===== config.mk =====
export PLATFORM = sky130hd
export DESIGN_NAME = scomp_run_ctrl
export DESIGN_NICKNAME = d
export VERILOG_FILES = /design/src/rtl/scomp_pkg.sv /design/src/rtl/key_debounce.sv /design/src/rtl/scomp_run_ctrl.sv
export SDC_FILE = /design/constraint.sdc
export NUM_CORES = 1
export LEC_CHECK = 0
export BUFFER_PORTS_ARGS = -buffer_cell sky130_fd_sc_hd__buf_2
export CORE_ASPECT_RATIO = 0.6
export CORE_MARGIN = 5
export CORE_UTILIZATION = 50
export CTS_CLUSTER_DIAMETER = 40
export DETAILED_ROUTE_END_ITERATION = 8
export PLACE_DENSITY = 0.77
export SYNTH_ARGS = -nofsm -noshare
export SYNTH_HDL_FRONTEND = slang
export SYNTH_HIERARCHICAL = 1
export SYNTH_SLANG_ARGS = --single-unit

===== constraint.sdc =====
create_clock -name clk -period 2.1 [get_ports clk]
set_input_delay 0.42 -clock clk [delete_from_list [all_inputs] [get_ports clk]]
set_output_delay 0.42 -clock clk [all_outputs]
set_load 0.005 [all_outputs]

===== src/rtl/scomp_pkg.sv =====
// scomp_pkg: run-state encodings shared by the run controller and status/LED logic.
package scomp_pkg;
  typedef enum logic [1:0] {
    ST_HALT  = 2'd0,
    ST_RUN   = 2'd1,
    ST_BREAK = 2'd2
  } run_state_t;
endpackage


===== src/rtl/key_debounce.sv =====
// key_debounce: synchronises a raw pushbutton, debounces it on sample ticks and pulses on press.
module key_debounce #(
  parameter int DB_SAMPLES     = 3,
  parameter bit KEY_ACTIVE_LOW = 1'b1
) (
  input  logic clk,
  input  logic rst_n,
  input  logic i_key,
  input  logic i_tick,
  output logic o_press
);
  localparam int CW = $clog2(DB_SAMPLES + 1);
  localparam logic REL = KEY_ACTIVE_LOW;
  logic [1:0]    r_sync;
  logic          r_lvl;
  logic [CW-1:0] r_cnt;
  logic          r_press;
  logic          w_smp;
  logic          w_flip;
  assign w_smp  = KEY_ACTIVE_LOW ? ~r_sync[1] : r_sync[1];
  // the sample that would complete the run of disagreeing samples flips the level
  assign w_flip = i_tick && (w_smp != r_lvl) && (r_cnt == CW'(DB_SAMPLES - 1));
  assign o_press = r_press;
  always_ff @(posedge clk or negedge rst_n) begin
    if (!rst_n) begin
      r_sync  <= {2{REL}};
      r_lvl   <= 1'b0;
      r_cnt   <= '0;
      r_press <= 1'b0;
    end else begin
      r_sync  <= {r_sync[0], i_key};
      r_press <= w_flip & w_smp;
      if (i_tick) begin
        r_lvl <= w_flip ? w_smp : r_lvl;
        r_cnt <= (w_smp == r_lvl || w_flip) ? '0 : r_cnt + 1'b1;
      end
    end
  end
endmodule


===== src/rtl/scomp_run_ctrl.sv =====
// scomp_run_ctrl: run/step/breakpoint sequencer issuing single-cycle cpu_en pulses
// for the scomp core from a fast/slow tick, a debounced step key and a PC breakpoint.
module scomp_run_ctrl
  import scomp_pkg::*;
#(
  parameter int CLK_HZ         = 50000000,
  parameter int FAST_HZ        = 100,
  parameter int SLOW_HZ        = 10,
  parameter int DB_SAMPLES     = 3,
  parameter bit KEY_ACTIVE_LOW = 1'b1
) (
  input  logic        clk,
  input  logic        reset_key,
  input  logic        key_step,
  input  logic        mode_step,
  input  logic        rate_slow,
  input  logic [7:0]  pc,
  input  logic [7:0]  bp_addr,
  input  logic        bp_en,
  output logic        cpu_en,
  output logic [1:0]  run_state,
  output logic [15:0] en_count
);
  localparam int DIV_F = CLK_HZ / FAST_HZ;
  localparam int DIV_S = FAST_HZ / SLOW_HZ;
  localparam int PW    = $clog2(DIV_F);
  localparam int SW    = $clog2(DIV_S);
  logic [PW-1:0] r_pre;
  logic [SW-1:0] r_slow;
  logic [1:0]    r_mode_sync;
  logic [1:0]    r_rate_sync;
  logic          r_en;
  logic [15:0]   r_cnt;
  run_state_t    r_state;
  run_state_t    w_nstate;
  logic          w_pulse;
  logic          w_tick_fast;
  logic          w_tick_slow;
  logic          w_tick_run;
  logic          w_press;
  logic          w_mode;
  logic          w_bp_hit;
  assign w_tick_fast = r_pre == PW'(DIV_F - 1);
  assign w_tick_slow = w_tick_fast && (r_slow == SW'(DIV_S - 1));
  assign w_tick_run  = r_rate_sync[1] ? w_tick_slow : w_tick_fast;
  assign w_mode      = r_mode_sync[1];
  assign w_bp_hit    = bp_en && (pc == bp_addr);
  assign cpu_en      = r_en;
  assign run_state   = r_state;
  assign en_count    = r_cnt;
  key_debounce #(
    .DB_SAMPLES(DB_SAMPLES),
    .KEY_ACTIVE_LOW(KEY_ACTIVE_LOW)
  ) u_key (
    .clk(clk),
    .rst_n(reset_key),
    .i_key(key_step),
    .i_tick(w_tick_fast),
    .o_press(w_press)
  );
  always_ff @(posedge clk or negedge reset_key) begin
    if (!reset_key) begin
      r_pre       <= '0;
      r_slow      <= '0;
      r_mode_sync <= '0;
      r_rate_sync <= '0;
      r_en        <= 1'b0;
      r_cnt       <= '0;
    end else begin
      r_pre       <= w_tick_fast ? '0 : r_pre + 1'b1;
      if (w_tick_fast) r_slow <= w_tick_slow ? '0 : r_slow + 1'b1;
      r_mode_sync <= {r_mode_sync[0], mode_step};
      r_rate_sync <= {r_rate_sync[0], rate_slow};
      // back-to-back guard keeps cpu_en a strict single-cycle pulse
      r_en        <= w_pulse & ~r_en;
      r_cnt       <= r_cnt + 16'(r_en);
    end
  end
  always_ff @(posedge clk or negedge reset_key) begin
    if (!reset_key) r_state <= ST_HALT;
    else r_state <= w_nstate;
  end
  always_comb begin
    w_nstate = r_state;
    w_pulse  = 1'b0;
    case (r_state)
      ST_HALT: begin
        if (!w_mode) w_nstate = ST_RUN;
        else if (w_press) w_pulse = 1'b1;
      end
      ST_RUN: begin
        if (w_mode) w_nstate = ST_HALT;
        else if (w_tick_run && w_bp_hit) w_nstate = ST_BREAK;
        else if (w_tick_run) w_pulse = 1'b1;
      end
      ST_BREAK: begin
        if (w_press) begin
          w_pulse  = 1'b1;
          w_nstate = w_mode ? ST_HALT : ST_RUN;
        end
      end
      default: w_nstate = ST_HALT;
    endcase
  end
endmodule


==> metrics.md <==
| Metric | Value |
|---|---|
| Core utilization of the finished layout | `61.8%` |
| Vias after detailed routing | `1765` |
| Synth Instances | `220` |
| Final routed DRC violation total | `0` |
| Total count of max-transition violations in the final report | `0` |
| Number of DRC markers after the initial detailed-route iteration | `84` |
| TritonCTS clock tree | `done` |
| Leakage | `1.36 nW` |
| EDFF count, synth | `0` |
| Area added between synthesis and finish | `17.4%` |
| Time the worst path needs with I/O delays and setup | `1.99 ns` |
| Total routed wirelength | `4.61 mm` |
| Required time of the critical path | `2.33 ns` |
| Row count | `19` |
| Number of buffers on the longest clock path | `2` |
| Number of hold-slack violations in the final timing report | `0` |
| Cell area reported after detailed placement | `2740 µm²` |
| Count of final setup violators | `0` |
| Placeable core region | `4640 µm²` |
| Detailed-routing iteration count for the pre-antenna-repair pass | `4` |
| Final worst slack | `0.111 ns` |
| Yosys cell types | `42` |
| Max capacitance violation total | `0` |
| Number of clock buffers inserted by TritonCTS | `5` |
| I/O pin total | `41` |
| Diodes inserted | `0` |
| H-tree depth | `2` |
| Antenna violation net count after detailed routing | `0` |
| Share of cells above drive strength 1 | `24.1%` |
| Pin count of the biggest net entering global routing | `53` |
| Clk root buf | `clkbuf_8` |
| Remaining global-route overflow | `0` |
| Average wire per standard cell | `13.7 µm` |
| Vertical extent of the die | `64.1 µm` |
| Dominant synthesized flop cell | `dfrtp_1` |
| Routed via count divided by cell count | `5.24` |
| Peak supply drop | `0.514 mV` |
| Share of synthesized area occupied by flip-flops and latches | `53.5%` |
| Outcome | `completed` |
| Flip-flop and latch count after synthesis | `52` |
| Clock latency on the worst-skew pair | `0.30 ns` |
| Worst hold path stage count | `1` |
| Number of sinks on the clock net | `52` |
| Wire length of the first global-routing pass | `8.33 mm` |
| Post-Synthesis Cell Area | `2440 µm²` |
| Slew Limit Headroom | `57.8%` |
| Data arrival time of the worst path | `2.22 ns` |
| Chip Width | `100 µm` |
| Final hold slack | `0.204 ns` |
| Post-route standard cell area excluding fillers | `2860 µm²` |
| Maximum fanout count along the critical path | `7` |
| Max Fclk | `503 MHz` |
| Die Footprint | `6420 µm²` |
| Post-synthesis area per instance | `11.1 µm²` |
| Proportion of synthesized flip-flops having asynchronous set or reset | `100%` |
| Post-synth net total | `248` |
| Worst-Margin Slew | `0.633 ns` |
| Starting density of the core | `52.6%` |
| Final weighted congestion in routability-driven placement | `0.842` |
| Total of warnings raised by yosys | `6` |
| Period utilisation layout | `94.7%` |
| IO Port Bufs | `40` |
| Power density over the cells | `588 nW/µm²` |
| Min-delay worst type | `in2reg` |
| Number of antenna violations at the first check in global routing | `0` |
| Via count of the first global-routing pass | `1790` |
| Startpoint Class | `register` |
| Clock Skews | `0.00665 ns` |
| Setup TNS | `0 ns` |
| HPWL after detailed placement | `3.45 mm` |
| Endpoint class of the critical path | `register` |
| Count of cells along the worst register-to-register path | `6` |
| Kind of critical path | `reg2reg` |
| # nets final | `301` |
| Setup repair after global routing missed its margin | `no` |
| Pre-CTS WS | `0.0862 ns` |
| Clock-pin slew on the worst setup and hold paths | `0.09 ns` |
| Total routing usage reported by global routing | `16.1%` |
## per-layer routing
metal	routed length [µm]	global-route usage, %	vias to the layer above
met5	0	0	-
met4	50	5.21	0
met3	219	4.24	4
met2	1930	24.3	35
met1	2410	22.7	844
li1	-	-	882
## critical path, stage by stage, from the launching register on
cell,delay (ns)
dfrtp_1,0.38
ha_2,0.22
nand3_2,0.09
or4_4,0.57
nor2_4,0.19
or3b_1,0.37
o22ai_1,0.11
## layout make-up
type                            count  area, µm²
Clock inverter                      2       13.8
Clock buffer                        6       82.6
Inverter                           11       41.3
Timing Repair Buffer               49        268
Sequential cell                    52       1300
Tap cell                           63       78.8
Fill cell                         377       1770
Multi-Input combinational cell    154       1080
## synth_stat cells (4+ instances only)
cell / instances / share of area, %
dfrtp_1: 50 / 51
ha_1: 6 / 3.1
xor2_1: 7 / 2.5
nand4_1: 11 / 2.8
inv_1: 11 / 1.7
xnor2_1: 30 / 11
nand2_1: 11 / 1.7
nor3_1: 7 / 1.4
nor2_1: 16 / 2.5
nor4_1: 7 / 1.8
and3_1: 4 / 1.0
nand3_1: 16 / 3.3
## worst paths after layout
check,startpoint,endpoint,slack (ns)
min reg2reg,r_mode_sync[0],r_mode_sync[1],0.35
min,key_step,u_key/r_sync[0],0.20
max in group asynchronous,reset_key,run_state[1],1.47
max,r_pre[0],u_key/r_cnt[0],0.11
max reg2reg,r_pre[0],u_key/r_cnt[0],0.11
min in group asynchronous,reset_key,r_pre[16],0.21
## cell usage in the layout (no fill, tap or decap), types with 9 or more instances in the layout
master and n:
dfrtp_1 50, xnor2_1 30, buf_2 40, nand2_1 11, nor2_1 16, buf_4 9
nand4_1 11, nand3_1 16, inv_1 11
## report_power, final
group / internal, mW / leakage (nW) / switching, mW
registers: 1.01 / 0.689 / 0.00395
logic: 0.0299 / 0.621 / 0.0409
clock network: 0.270 / 0.0516 / 0.330
## cell families (layout without fill, tap and decap cells)
family          Yosys count  count (layout)  synth area share [%]
simple gates             91              91                  21.2
flops                    52              52                  53.5
xor+xnor                 37              37                  13.3
compound gates           16              16                  4.72
buf+inv                  14              68                  2.51
fa+ha+maj                 6               6                  3.08
mux                       4               4                  1.69
## flip-flops by register name (all words and copies together) (netlist names), 2 cells and up
register	flops
run_state	2
en_count	16
r_slow	4
r_pre	19
u_key/r_cnt	2
u_key/r_sync	2
r_rate_sync	2
r_mode_sync	2
## stage by stage
stage          power, mW  std cells
2_1_floorplan       1.06        220
3_3_place_gp        1.10        326
3_5_place_dp        1.11        326
4_1_cts             1.71        334
5_1_grt             1.76        337
6_report            1.68        337
## timing repair
action / in CTS / in global routing
hold buffers: 0 / 0
endpoints found under the setup margin: 0 / 2
gates resized for setup: 0 / 1
setup buffers: 0 / 3
Power figures use the tool's default switching activity.
